[src/rtl/scontroller_pkg.sv]
// Shared opcode/phase definitions for the accumulator-CPU sequence controller.
package scontroller_pkg;

    typedef logic [2:0] phase_t;
    typedef logic [2:0] opcode_t;

    localparam opcode_t HLT = 3'd0;
    localparam opcode_t SKZ = 3'd1;
    localparam opcode_t ADD = 3'd2;
    localparam opcode_t AND = 3'd3;
    localparam opcode_t XOR = 3'd4;
    localparam opcode_t LDA = 3'd5;
    localparam opcode_t STO = 3'd6;
    localparam opcode_t JMP = 3'd7;

    localparam phase_t INST_ADDR  = 3'd0;
    localparam phase_t INST_FETCH = 3'd1;
    localparam phase_t INST_LOAD  = 3'd2;
    localparam phase_t IDLE       = 3'd3;
    localparam phase_t OP_ADDR    = 3'd4;
    localparam phase_t OP_FETCH   = 3'd5;
    localparam phase_t ALU_OP     = 3'd6;
    localparam phase_t STORE      = 3'd7;

    // Instructions that read an operand from memory into the accumulator
    function automatic logic is_aluop(input opcode_t op);
        return (op == ADD) || (op == AND) || (op == XOR) || (op == LDA);
    endfunction

endpackage

[src/rtl/scontroller_decode.sv]
// Combinational strobe decode from phase, opcode and ALU zero flag.
module scontroller_decode
    import scontroller_pkg::*;
(
    input  logic [2:0] phase,
    input  logic [2:0] opcode,
    input  logic       zero,
    output logic       mem_rd,
    output logic       load_ir,
    output logic       halt,
    output logic       inc_pc,
    output logic       load_ac,
    output logic       load_pc,
    output logic       mem_wr
);

    logic aluop_s;

    assign aluop_s = is_aluop(opcode);

    // Per-phase strobe table; anything not assigned in a phase stays low
    always_comb begin
        mem_rd  = 1'b0;
        load_ir = 1'b0;
        halt    = 1'b0;
        inc_pc  = 1'b0;
        load_ac = 1'b0;
        load_pc = 1'b0;
        mem_wr  = 1'b0;
        case (phase)
            INST_ADDR: begin
            end
            INST_FETCH: begin
                mem_rd = 1'b1;
            end
            INST_LOAD, IDLE: begin
                mem_rd  = 1'b1;
                load_ir = 1'b1;
            end
            OP_ADDR: begin
                inc_pc = 1'b1;
                halt   = (opcode == HLT);
            end
            OP_FETCH: begin
                mem_rd = aluop_s;
            end
            ALU_OP: begin
                mem_rd  = aluop_s;
                load_ac = aluop_s;
                inc_pc  = (opcode == SKZ) && zero;
                load_pc = (opcode == JMP);
            end
            STORE: begin
                mem_rd  = aluop_s;
                load_ac = aluop_s;
                inc_pc  = (opcode == JMP);
                load_pc = (opcode == JMP);
                mem_wr  = (opcode == STO);
            end
            default: begin
            end
        endcase
    end

endmodule

[src/rtl/scontroller.sv]
// Sequence controller top: 8-phase counter plus strobe decode.
// Optional sticky halt lock enabled by defining SCONTROLLER_HALT_LOCK_EN.
module scontroller
    import scontroller_pkg::*;
(
    input  logic       clk,
    input  logic       rst,
    input  logic [2:0] opcode,
    input  logic       zero,
    output logic       mem_rd,
    output logic       load_ir,
    output logic       halt,
    output logic       inc_pc,
    output logic       load_ac,
    output logic       load_pc,
    output logic       mem_wr
);

    phase_t phase_r;
    logic   dec_mem_rd_s;
    logic   dec_load_ir_s;
    logic   dec_halt_s;
    logic   dec_inc_pc_s;
    logic   dec_load_ac_s;
    logic   dec_load_pc_s;
    logic   dec_mem_wr_s;

    scontroller_decode u_decode (
        .phase   (phase_r),
        .opcode  (opcode),
        .zero    (zero),
        .mem_rd  (dec_mem_rd_s),
        .load_ir (dec_load_ir_s),
        .halt    (dec_halt_s),
        .inc_pc  (dec_inc_pc_s),
        .load_ac (dec_load_ac_s),
        .load_pc (dec_load_pc_s),
        .mem_wr  (dec_mem_wr_s)
    );

`ifdef SCONTROLLER_HALT_LOCK_EN
    logic halted_r;

    // Sticky halt flag: set leaving OP_ADDR on HLT, cleared only by reset
    always_ff @(posedge clk) begin
        if (rst) begin
            halted_r <= 1'b0;
        end else if ((phase_r == OP_ADDR) && (opcode == HLT)) begin
            halted_r <= 1'b1;
        end else begin
            halted_r <= halted_r;
        end
    end

    // Phase counter; parks at OP_FETCH while halted
    always_ff @(posedge clk) begin
        if (rst) begin
            phase_r <= INST_ADDR;
        end else if (halted_r) begin
            phase_r <= OP_FETCH;
        end else begin
            phase_r <= phase_r + 3'd1;
        end
    end

    // While halted only the halt strobe is driven
    always_comb begin
        if (halted_r) begin
            mem_rd  = 1'b0;
            load_ir = 1'b0;
            halt    = 1'b1;
            inc_pc  = 1'b0;
            load_ac = 1'b0;
            load_pc = 1'b0;
            mem_wr  = 1'b0;
        end else begin
            mem_rd  = dec_mem_rd_s;
            load_ir = dec_load_ir_s;
            halt    = dec_halt_s;
            inc_pc  = dec_inc_pc_s;
            load_ac = dec_load_ac_s;
            load_pc = dec_load_pc_s;
            mem_wr  = dec_mem_wr_s;
        end
    end
`else
    // Free-running phase counter, wrapping 7 -> 0
    always_ff @(posedge clk) begin
        if (rst) begin
            phase_r <= INST_ADDR;
        end else begin
            phase_r <= phase_r + 3'd1;
        end
    end

    assign mem_rd  = dec_mem_rd_s;
    assign load_ir = dec_load_ir_s;
    assign halt    = dec_halt_s;
    assign inc_pc  = dec_inc_pc_s;
    assign load_ac = dec_load_ac_s;
    assign load_pc = dec_load_pc_s;
    assign mem_wr  = dec_mem_wr_s;
`endif

endmodule

[config.mk]
export PLATFORM = sky130hd
export DESIGN_NAME = scontroller
export DESIGN_NICKNAME = d
export VERILOG_FILES = /design/src/rtl/scontroller_pkg.sv /design/src/rtl/scontroller_decode.sv /design/src/rtl/scontroller.sv
export SDC_FILE = /design/constraint.sdc
export NUM_CORES = 1
export LEC_CHECK = 0
export CAP_MARGIN = 20
export CORE_AREA = 2 2 39 41
export DETAILED_ROUTE_END_ITERATION = 8
export DIE_AREA = 0 0 41 43
export SYNTH_ARGS = -nofsm -noshare
export SYNTH_HDL_FRONTEND = slang
export SYNTH_SLANG_ARGS = --single-unit
export TNS_END_PERCENT = 10
[constraint.sdc]
create_clock -name clk -period 1.6 [get_ports clk]
set_input_delay 0.32 -clock clk [delete_from_list [all_inputs] [get_ports clk]]
set_output_delay 0.32 -clock clk [all_outputs]
set_load 0.02 [all_outputs]
Yosys cells after proc, flatten, opt, wreduce, memory -nomap -nowiden
Cells that the tools add are included.
Widths: inputs -> output; s select.
{"block": "totals", "word_cells": 32, "in_bits": 6, "out_inout_bits": 7, "ff_bits": 3}
{"block": "op_classes", "addsub": 1, "mux": 7, "eq_ne": 14, "reduce_logical": 9}
{"op": "$eq 3x3->1 const B", "count": 8}
{"op": "$eq 3x2->1 const B", "count": 4}
{"op": "$eq 3x1->1 const B", "count": 2}
{"op": "$reduce_or 3->1", "count": 2}
{"op": "$mux 1", "count": 5}
{"op": "$reduce_or 2->1", "count": 2}
{"op": "$add 3x1->3 const B", "count": 1}
{"op": "$logic_not 3->1", "count": 1}
{"op": "$logic_or 1x1->1", "count": 3}
{"op": "$pmux 1 s3", "count": 1}
{"op": "$pmux 1 s2", "count": 1}
{"op": "$logic_and 1x1->1", "count": 1}

Logic depth before layout (Yosys ltp)
{"block": "logic_depth", "ltp_word": 5, "depth_mapped": 5, "depth_no_buf": 5}

Modules after synthesis
From an unflattened synthesis, not the netlist that was laid out.
{"block": "hier_totals", "hier_cells": 24, "area_unflattened_um2": 188.9}
{"mod": "scontroller", "cells_each": 8, "area_each_um2": 95.1, "instances": 1, "seq_area_each_um2": 60.1}
{"mod": "scontroller_decode", "cells_each": 16, "area_each_um2": 93.8, "instances": 1, "seq_area_each_um2": 0.0}

Least setup slack after synthesis
OpenSTA, ideal clock, no wires.
{"block": "synth_timing", "kind": "register to output", "startpoint": "reg phase_r[0]", "endpoint": "out mem_rd", "arrival_ps": 1307, "path_buffers": 0, "stages_incl_launch_ff": 5, "slack_ps": -27, "t_required_ps": 1280, "path_cell_list": "dfxtp_1 -> ha_1 -> ha_1 -> or3_1 -> a21o_1"}
{"block": "synth_between", "elab_chain_len": 3, "elab_cells_between_ends": 9, "classes_between": "eq/ne (6); mux (1); reduce/logical (2)"}
{"item": "from (decl)", "line_no": "scontroller.sv:19", "source": "phase_t phase_r;"}
{"item": "from (signal assigned)", "line_no": "scontroller.sv:92", "source": "phase_r <= phase_r + 3'd1;"}
{"item": "$eq 3x3->1 (tied with other cells)", "line_no": "scontroller_decode.sv:30", "source": "case (phase)"}
{"item": "$reduce_or 3->1 (no source line)"}
{"item": "$pmux 1 s2 (*)", "line_no": "scontroller_decode.sv:30"}
{"item": "to (decl)", "line_no": "scontroller.sv:10", "source": "output logic mem_rd,"}
Every way passes the cells marked *; elsewhere a longest branch is shown, timed or not.

Worst setup path in the final report
Ends and elaborated chain as after synthesis.

==> metrics.cfg <==
[synth]
yosysSeqAreaShare_pct = 23.0
syn_area_per_cell_um2 = 8.17
synth-simple-area-share_pct = 30.6
synth-compound-area-share_pct = 10.0
ys_warn_count = 0
synth_top_family_by_area = simple AND/OR/NAND/NOR gates
synth_area_um2 = 262
synth-seq-cells = 3
yosys.area_share.xor_xnor_pct = 3.35
synth_mux_area_share_pct = 0
synth_nets = 44
syn_inst = 32
yosysUniqueCellTypes = 16
synth_fa_ha_area_share_pct = 28.7

[grt]
grt_pass1_vias = 282
overflow = 0
antenna_found_initial = 0
grt_max_degree = 7
grt_pass1_wl_um = 1120
track_usage_pct = 9.92

[cells_and_area]
final_common_cell = buf_4
drive_above_1_share_pct = 50.8
fin_nets = 74
fillers = 158
largest_reg_flops = 3
syn_to_final_growth_pct = 113
layout_common_cells = 15 x buf_4, 5 x nor2_1, 4 x clkdlybuf4s50_1
largest_register = phase_r
antennaDiodeCount = 0
final_area_um2 = 557
top_regs = phase_r: 3 flops
multi_input_area_um2 = 231
regArea_um2 = 65.1

[power]
power_uw = 344
p_leak_nw = 0.276
powerDensity_nw_per_um2 = 618
ir_drop_v = 0.000413

[drt]
routedWlPerCell_um = 8.70
route.met2.wl_um = 322
drt_iter0_drc = 0
route.met3.wl_um = 46
drt_wl_total_um = 670
ant_nets = 0
m1WireLength_um = 275
dr_total_vias = 317
drt-pass1-iter-count = 1
drcViolationCount = 0
vias_per_cell = 4.12
top_layer = met4

[die]
die_w_um = 41
start_util_pct = 18.9
pin_count = 13
die_area_um2 = 1760
dieHeight_um = 43
core-area_um2 = 1380
rows = 14

[clock_tree]
htree_num_levels = 1
clock_sinks = 3
cts_made_buffers = 3
cts_root_buf = clkbuf_4
clock_latency_ps = 230
cts_hold_buf = 0
tritoncts = yes
clk_path_buf_depth = 2
path_clk_slew_ps = 40

[sta]
fin_crit_ps = 1890
max_freq_mhz = 528
rsz0062_at_grt = yes
tightest_slew_ps = 226
report.final.hold_viol_count = 0
slew_viol_final = 0
fin_skew_ps = 2.44
min_period_over_period_pct = 118
setup_viol = 7
max-slew-margin-rel_pct = 84.8
layout_setup_ws_ps = -295

[setup_path]
setup.worst_path.start_class = register
arrival_ps = 1570
critical_path.max_fanout = 4
crit_type = reg2out
end_kind = output port
crit_required_ps = 1280

[placed_design]
gp_congestion = 0.676
place_area_um2 = 494
hpwl_um = 533
port_buffers = 12

[run_status]
violations = negative setup slack
status = finished, violations left

[job]
drv_cap = 0

[min_path]
hold_class = reg2reg

[layer usage]
metal,vias up,GRT usage (%)
met1,132,11.5
met2,11,13.1
met4,0,10.0
met5,-,0
met3,4,3.14
li1,170,-
[path summary, 6_finish.rpt]
check             cells after the start         end  slack, ps        from
setup / recovery                      5      mem_rd       -290  phase_r[0]
hold / removal                        1  phase_r[0]        440  phase_r[0]
setup reg to reg                      5  phase_r[2]        430  phase_r[0]
hold reg to reg                       1  phase_r[0]        440  phase_r[0]
[power breakdown]
| part | total, mW | internal [mW] | switching (mW) |
|---|---|---|---|
| Combinational | 0.123 | 0.0724 | 0.0510 |
| Sequential | 0.0905 | 0.0819 | 0.00861 |
| Clock | 0.130 | 0.0933 | 0.0371 |
| Total | 0.344 | 0.248 | 0.0967 |
[worst max-delay path: stages, from the launching register on]
cell,delay (ps)
dfxtp_4,350
ha_4,170
ha_4,150
or3_1,360
a21o_1,190
buf_6,130
[layout make-up]
cell class	count	area share (%)
flip-flops and latches	3	11.7
multi-input cells	26	41.6
well taps	16	3.60
inverters	3	2.02
clock buffers	4	4.72
repair buffers	25	36.4
[repair_timing]
action	CTS	global route
setup buffers	0	1
resized for setup	37	9
endpoints found under the setup margin	7	7
pin swaps	1	3
hold endpoints to repair	0	0
[per-stage QoR]
stage	TNS (ps)	util (%)	setup slack (ps)	hold WS [ps]	instances
after global routing	-1470	40.2	-353	446	77
after global placement	-3460	35.7	-623	435	72
after detailed placement	-3470	35.7	-622	439	72
final	-958	40.2	-295	441	77
after floorplan	0	-	19.9	387	32
after CTS	-953	36.5	-304	425	76
[cell usage after synthesis]
cell type | count | share of area (%)
ha_1 | 6 | 29
nor2b_1 | 1 | 2.4
or3_1 | 2 | 4.8
nand4_1 | 2 | 4.8
and4b_1 | 1 | 3.8
xnor2_1 | 1 | 3.3
a21oi_1 | 1 | 1.9
nor2_1 | 5 | 7.2
a21o_2 | 1 | 3.3
inv_1 | 3 | 4.3
nand3_1 | 2 | 3.8
nand2_1 | 1 | 1.4
dfxtp_1 | 3 | 23
nor4_1 | 1 | 2.4
a21o_1 | 1 | 2.9
o21ai_0 | 1 | 1.9
[cell families (layout without fill, tap and decap cells)]
family                   after synthesis  after routing
flip-flops                             3              3
AND/OR/NAND/NOR                       15             15
XOR/XNOR                               1              1
buffers and inverters                  3             32
adder cells (fa/ha/maj)                6              6
AO/OA/AOI/OAI                          4              4
Power figures use the tool's default switching activity.
